## src/rtl/sync_fifo_pkg.sv

```systemverilog
// Shared constants, output-stage state encoding and level-width helpers for
// sync_fifo_ctrl and the parents that instantiate it.
package sync_fifo_pkg;

  localparam int unsigned AE_LEVEL_DEFAULT = 4;
  localparam int unsigned AF_MARGIN        = 4;

  typedef enum logic [1:0] {
    OS_EMPTY = 2'd0,
    OS_ONE   = 2'd1,
    OS_TWO   = 2'd2
  } os_state_e;

  // Level counts RAM words plus one in-flight read plus two stage entries,
  // so it needs two bits beyond the RAM address.
  function automatic int unsigned level_width(input int unsigned aw);
    return aw + 2;
  endfunction

  function automatic int unsigned af_level_default(input int unsigned aw);
    return (1 << aw) - AF_MARGIN;
  endfunction

endpackage

```

## src/rtl/fifo_out_stage.sv

```systemverilog
// Two-entry skid buffer at the FIFO read side; entry 0 is always the head
// word presented downstream, so out_data_o only moves on a pop or first fill.
module fifo_out_stage
  import sync_fifo_pkg::*;
#(
  parameter int unsigned DATA_WIDTH = 32
) (
  input  logic                  clk_i,
  input  logic                  rst_ni,
  input  logic                  in_valid_i,
  input  logic [DATA_WIDTH-1:0] in_data_i,
  output logic [DATA_WIDTH-1:0] out_data_o,
  output logic                  out_valid_o,
  input  logic                  out_ready_i,
  output logic [1:0]            count_o
);

  os_state_e             state_q, state_d;
  logic [DATA_WIDTH-1:0] e0_q, e0_d;
  logic [DATA_WIDTH-1:0] e1_q, e1_d;
  logic                  pop;

  assign out_valid_o = (state_q != OS_EMPTY);
  assign out_data_o  = e0_q;
  assign count_o     = state_q;
  assign pop         = out_valid_o && out_ready_i;

  always_ff @(posedge clk_i or negedge rst_ni) begin
    if (!rst_ni) begin
      state_q <= OS_EMPTY;
      e0_q    <= '0;
      e1_q    <= '0;
    end else begin
      state_q <= state_d;
      e0_q    <= e0_d;
      e1_q    <= e1_d;
    end
  end

  always_comb begin
    state_d = state_q;
    e0_d    = e0_q;
    e1_d    = e1_q;
    unique case (state_q)
      OS_EMPTY: begin
        if (in_valid_i) begin
          e0_d    = in_data_i;
          state_d = OS_ONE;
        end
      end
      OS_ONE: begin
        unique case ({in_valid_i, pop})
          2'b10: begin
            e1_d    = in_data_i;
            state_d = OS_TWO;
          end
          2'b01: state_d = OS_EMPTY;
          2'b11: e0_d = in_data_i;
          default: ;
        endcase
      end
      OS_TWO: begin
        // The read issue rule keeps a push away from a full stage that is
        // not also popping, so only pop and pop+push are handled here.
        if (pop) begin
          e0_d = e1_q;
          if (in_valid_i) e1_d = in_data_i;
          else            state_d = OS_ONE;
        end
      end
      default: state_d = OS_EMPTY;
    endcase
  end

endmodule

```

## src/rtl/sync_fifo_ctrl.sv

```systemverilog
// Synchronous FIFO controller driving an external 1-cycle-latency RAM, with a
// two-entry output skid buffer. Define SYNC_FIFO_CTRL_HWM_EN for the high-water mark.
module sync_fifo_ctrl
  import sync_fifo_pkg::*;
#(
  parameter int unsigned ADDR_WIDTH = 10,
  parameter int unsigned DATA_WIDTH = 32,
  parameter int unsigned AF_LEVEL   = af_level_default(ADDR_WIDTH),
  parameter int unsigned AE_LEVEL   = AE_LEVEL_DEFAULT
) (
  input  logic                  clk,
  input  logic                  rst_n,
  input  logic [DATA_WIDTH-1:0] s_data,
  input  logic                  s_valid,
  output logic                  s_ready,
  output logic [DATA_WIDTH-1:0] m_data,
  output logic                  m_valid,
  input  logic                  m_ready,
  output logic [ADDR_WIDTH+1:0] level,
  output logic                  almost_full,
  output logic                  almost_empty,
  output logic [ADDR_WIDTH-1:0] ram_waddr,
  output logic                  ram_wr,
  output logic [DATA_WIDTH-1:0] ram_wdata,
  output logic [ADDR_WIDTH-1:0] ram_raddr,
  output logic                  ram_rd,
  input  logic [DATA_WIDTH-1:0] ram_rdata,
  output logic [ADDR_WIDTH+1:0] hwm,
  input  logic                  hwm_clr
);

  localparam int unsigned LW = level_width(ADDR_WIDTH);

  logic [ADDR_WIDTH:0] wptr_q, wptr_d;
  logic [ADDR_WIDTH:0] rptr_q, rptr_d;
  logic                rd_pend_q, rd_pend_d;
  logic [ADDR_WIDTH:0] ram_cnt;
  logic                ram_empty, ram_full;
  logic                wr_fire, rd_fire, pop;
  logic [1:0]          stage_cnt;
  logic [2:0]          occ;

  assign ram_empty = (wptr_q == rptr_q);
  assign ram_full  = (wptr_q[ADDR_WIDTH] != rptr_q[ADDR_WIDTH]) &&
                     (wptr_q[ADDR_WIDTH-1:0] == rptr_q[ADDR_WIDTH-1:0]);

  assign s_ready = rst_n && !ram_full;
  assign wr_fire = s_valid && s_ready;
  assign pop     = m_valid && m_ready;

  // Counting the word leaving this cycle keeps stage + in-flight read at one
  // each in steady streaming, which is what sustains one word per cycle.
  assign occ     = {1'b0, stage_cnt} + {2'b00, rd_pend_q} - {2'b00, pop};
  assign rd_fire = !ram_empty && (occ < 3'd2);

  assign ram_wr    = wr_fire;
  assign ram_waddr = wptr_q[ADDR_WIDTH-1:0];
  assign ram_wdata = s_data;
  assign ram_rd    = rd_fire;
  assign ram_raddr = rptr_q[ADDR_WIDTH-1:0];

  always_comb begin
    wptr_d    = wptr_q;
    rptr_d    = rptr_q;
    rd_pend_d = rd_fire;
    if (wr_fire) wptr_d = wptr_q + 1'b1;
    if (rd_fire) rptr_d = rptr_q + 1'b1;
  end

  always_ff @(posedge clk or negedge rst_n) begin
    if (!rst_n) begin
      wptr_q    <= '0;
      rptr_q    <= '0;
      rd_pend_q <= 1'b0;
    end else begin
      wptr_q    <= wptr_d;
      rptr_q    <= rptr_d;
      rd_pend_q <= rd_pend_d;
    end
  end

  fifo_out_stage #(
    .DATA_WIDTH (DATA_WIDTH)
  ) u_out_stage (
    .clk_i       (clk),
    .rst_ni      (rst_n),
    .in_valid_i  (rd_pend_q),
    .in_data_i   (ram_rdata),
    .out_data_o  (m_data),
    .out_valid_o (m_valid),
    .out_ready_i (m_ready),
    .count_o     (stage_cnt)
  );

  assign ram_cnt      = wptr_q - rptr_q;
  assign level        = {1'b0, ram_cnt} + LW'(rd_pend_q) + LW'(stage_cnt);
  assign almost_full  = (level >= LW'(AF_LEVEL));
  assign almost_empty = (level <= LW'(AE_LEVEL));

`ifdef SYNC_FIFO_CTRL_HWM_EN
  logic [LW-1:0] hwm_q, hwm_d;

  always_comb begin
    hwm_d = hwm_q;
    if (hwm_clr)            hwm_d = level;
    else if (level > hwm_q) hwm_d = level;
  end

  always_ff @(posedge clk or negedge rst_n) begin
    if (!rst_n) hwm_q <= '0;
    else        hwm_q <= hwm_d;
  end

  assign hwm = hwm_q;
`else
  logic unused_hwm_clr;
  assign unused_hwm_clr = hwm_clr;
  assign hwm            = '0;
`endif

endmodule

```

## config.mk

```make
export PLATFORM = sky130hd
export DESIGN_NAME = sync_fifo_ctrl
export DESIGN_NICKNAME = d
export VERILOG_FILES = /design/src/rtl/sync_fifo_pkg.sv /design/src/rtl/fifo_out_stage.sv /design/src/rtl/sync_fifo_ctrl.sv
export SDC_FILE = /design/constraint.sdc
export NUM_CORES = 1
export LEC_CHECK = 0
export ABC_AREA = 1
export BUFFER_PORTS_ARGS = -buffer_cell sky130_fd_sc_hd__buf_2
export CORE_MARGIN = 4
export CORE_UTILIZATION = 40
export DETAILED_ROUTE_END_ITERATION = 6
export PLACE_DENSITY_LB_ADDON = 0.25
export SETUP_SLACK_MARGIN = 0.3
export SYNTH_ARGS = -nofsm -noshare
export SYNTH_HDL_FRONTEND = slang
export SYNTH_SLANG_ARGS = --single-unit
```

## constraint.sdc

```tcl
create_clock -name clk -period 2.8 [get_ports clk]
set_input_delay 0.14 -clock clk [delete_from_list [all_inputs] [get_ports clk]]
set_output_delay 0.14 -clock clk [all_outputs]
set_load 0.02 [all_outputs]
```

==> reports/summary.txt <==
status: finished with violations
violated checks: setup timing
routability congestion estimate: 0.844
dpl ws: -0.0909 ns
Max-cap violations: 0
asr flop ratio synth: 100%
post-route worst setup slack: -0.282 ns
crit share post-route: 110%
Syn Area/Cell: 7.91 um^2
most frequent cells after synthesis: nand2_1, inv_1, dfrtp_1
crit end category: primary output
Core Region: 13,500 um^2
post-route ant nets: 0
CTS root buffer: clkbuf_16
Initial Util: 41.5%
drc violations: 0
H-Tree Level Count: 3
Synthesis Warnings: 0
flops & latches, synth: 89
die area: 15,900 um^2
IO Pins: 183
crit path DAT: 2.94 ns
RSZ-0062 raised after global routing: yes
Post-Synthesis Cells: 706
EDFF count, synth: 0
DR iter-0 viols: 194
WL/cell: 12.8 um
placed cell count: 935
row cnt: 42
Die Ht: 126 um
CTS tree: yes
number of global-route vias before repair: 4,593
Top FF cell, synth: dfrtp_1
post-synthesis sequential area ratio: 39.9%
fin cells: 965
Synth top area share: 39.9%
Worst setup SP type: register
largest net degree at the start of global routing: 66
CP Max Fanout: 3
layout cells sized above 1: 31.4%
HP Class: in2reg
vias per cell: 4.72
Die Wd: 126 um
cell taking the most area after synthesis: dfrtp_1
minimum clock period: 3.08 ns
Leak: 3.30 nW
Peak VDD IR: 0.698 mV
fin nets: 874
Max clock buf depth: 2
Routed WL: 12,400 um
Slew @ Worst Pin: 0.633 ns
Cell Area, Synth: 5580 um^2
initial antenna violation count: 0
Critical Path RT: 2.66 ns
worst skew pair latency: 0.34 ns
endpoints failing setup: 7
Final Hold Vio Count: 0
TritonRoute pass-1 iters: 4
clk_skew: 0.00839 ns
Max Slew Vio Count: 0
critical path type: reg2out
first-pass GRT wire length: 21,200 um
port bufs: 105
diodes inserted: 0
Fmax: 0.325 GHz
Layout area overhead: 20.3%
PwrDens: 1500 nW/um^2
total CTS buffers: 9
Vias: 4,559
Netlist cell types: 34
Final Util: 49.9%
GRT Total Usage: 15.9%
Num Clock Sinks: 89
GRT overflow: 0
top cells by area, synth: dfrtp_1, nand2_1, buf_4, o21ai_0, inv_1
Hold WS: 0.0233 ns
top-count cell post-synth: nand2_1
clock-pin slew on the worst setup and hold paths: 0.06 ns
max-slew headroom at the worst pin: 57.8%
HPWL Detailed: 9260 um
-- power by group --
group	total [mW]	switching, mW	internal, mW	leakage (nW)
Sequential	2.22	0.336	1.88	1.04
Clock	1.22	0.497	0.723	0.151
Combinational	6.66	4.05	2.61	2.11
-- through the flow --
step           power, mW  area, um^2  TNS [ns]
2_1_floorplan       6.65        5670         0
3_3_place_gp        7.88        6020   -0.0191
3_5_place_dp        8.03        6020    -0.144
4_1_cts             9.92        6590     -1.53
5_1_grt             11.1        6710     -2.24
6_report            10.1        6710     -1.09
-- what timing repair did --
item / in CTS / in global routing
pin swaps: 22 / 10
endpoints found under the setup margin: 19 / 25
hold endpoints to repair: 38 / 0
hold buffers: 1 / 0
buffers inserted: 10 / 3
resized for setup: 54 / 27
-- cells in the final DEF (no fill, tap or decap), types with 13 or more instances in the layout --
cell type	n
nand3_2	14
o21ai_0	69
xor2_1	15
nand3_1	17
o21a_1	32
buf_4	29
dfrtp_1	88
inv_1	81
nor2_1	17
buf_6	19
nand2_2	22
ha_1	13
buf_2	92
nand2_1	168
-- logic make-up after synthesis --
kind of cell / synth area share, %
XOR/XNOR: 3.74
other: 0.0672
buffers and inverters: 16.8
adder cells (fa/ha/maj): 5.25
AO/OA/AOI/OAI: 12.4
flip-flops: 39.9
AND/OR/NAND/NOR: 21.9
-- routing by layer --
layer  wire (um)  vias to the layer above  track usage (%)  part of all wire [%]
li1            -                     2298                -                     -
met1        5530                     2130             19.9                    45
met2        5990                      113             27.1                    48
met3         652                       18             3.94                   5.3
met4         189                        0             4.67                   1.5
met5           0                        -                0                     0
-- sequential cells by signal, summed over array words and instances, names as in the netlist --
| register | count |
|---|---|
| u_out_stage.e1_q | 32 |
| u_out_stage.out_data_o | 32 |
| rptr_q | 11 |
| wptr_q | 11 |
| u_out_stage.count_o | 2 |
| rd_pend_q | 1 |
-- path summary, 6_finish.rpt --
kind	cells past startpoint	startpoint	slack (ns)	endpoint
worst max-delay path	15	rptr_q[0]	-0.28	almost_empty
min in group asynchronous	3	rst_n	0.49	rptr_q[0]
max in group asynchronous	4	rst_n	1.28	u_out_stage.out_data_o[27]
worst max register to register	15	u_out_stage.count_o[1]	0.20	rptr_q[10]
worst min-delay path	3	ram_rdata[17]	0.02	u_out_stage.e1_q[17]
worst min register to register	1	u_out_stage.out_data_o[15]	0.48	u_out_stage.out_data_o[15]
-- final cells by class --
type                    count  area (um^2)
well taps                 176          220
fillers                  1330         6740
multi-input cells         448         2700
clock buffers              11          243
inverters                  95          364
repair buffers            141          902
clock inverters             5         61.3
flip-flops and latches     89         2230
-- worst max-delay path, cell delays in order (launching register included) --
cell and delay (ns):
dfrtp_1 0.41, ha_4 0.18, fa_2 0.56, inv_2 0.06
ha_4 0.27, a21oi_2 0.05, nor2_2 0.11, nand3_2 0.11
nor2_4 0.12, nand3_2 0.14, nand2_1 0.11, nand2_2 0.07
nor2_2 0.12, nand3_2 0.09, nor2_4 0.09, buf_6 0.12
Note: power is estimated with default switching activity, not from simulation.
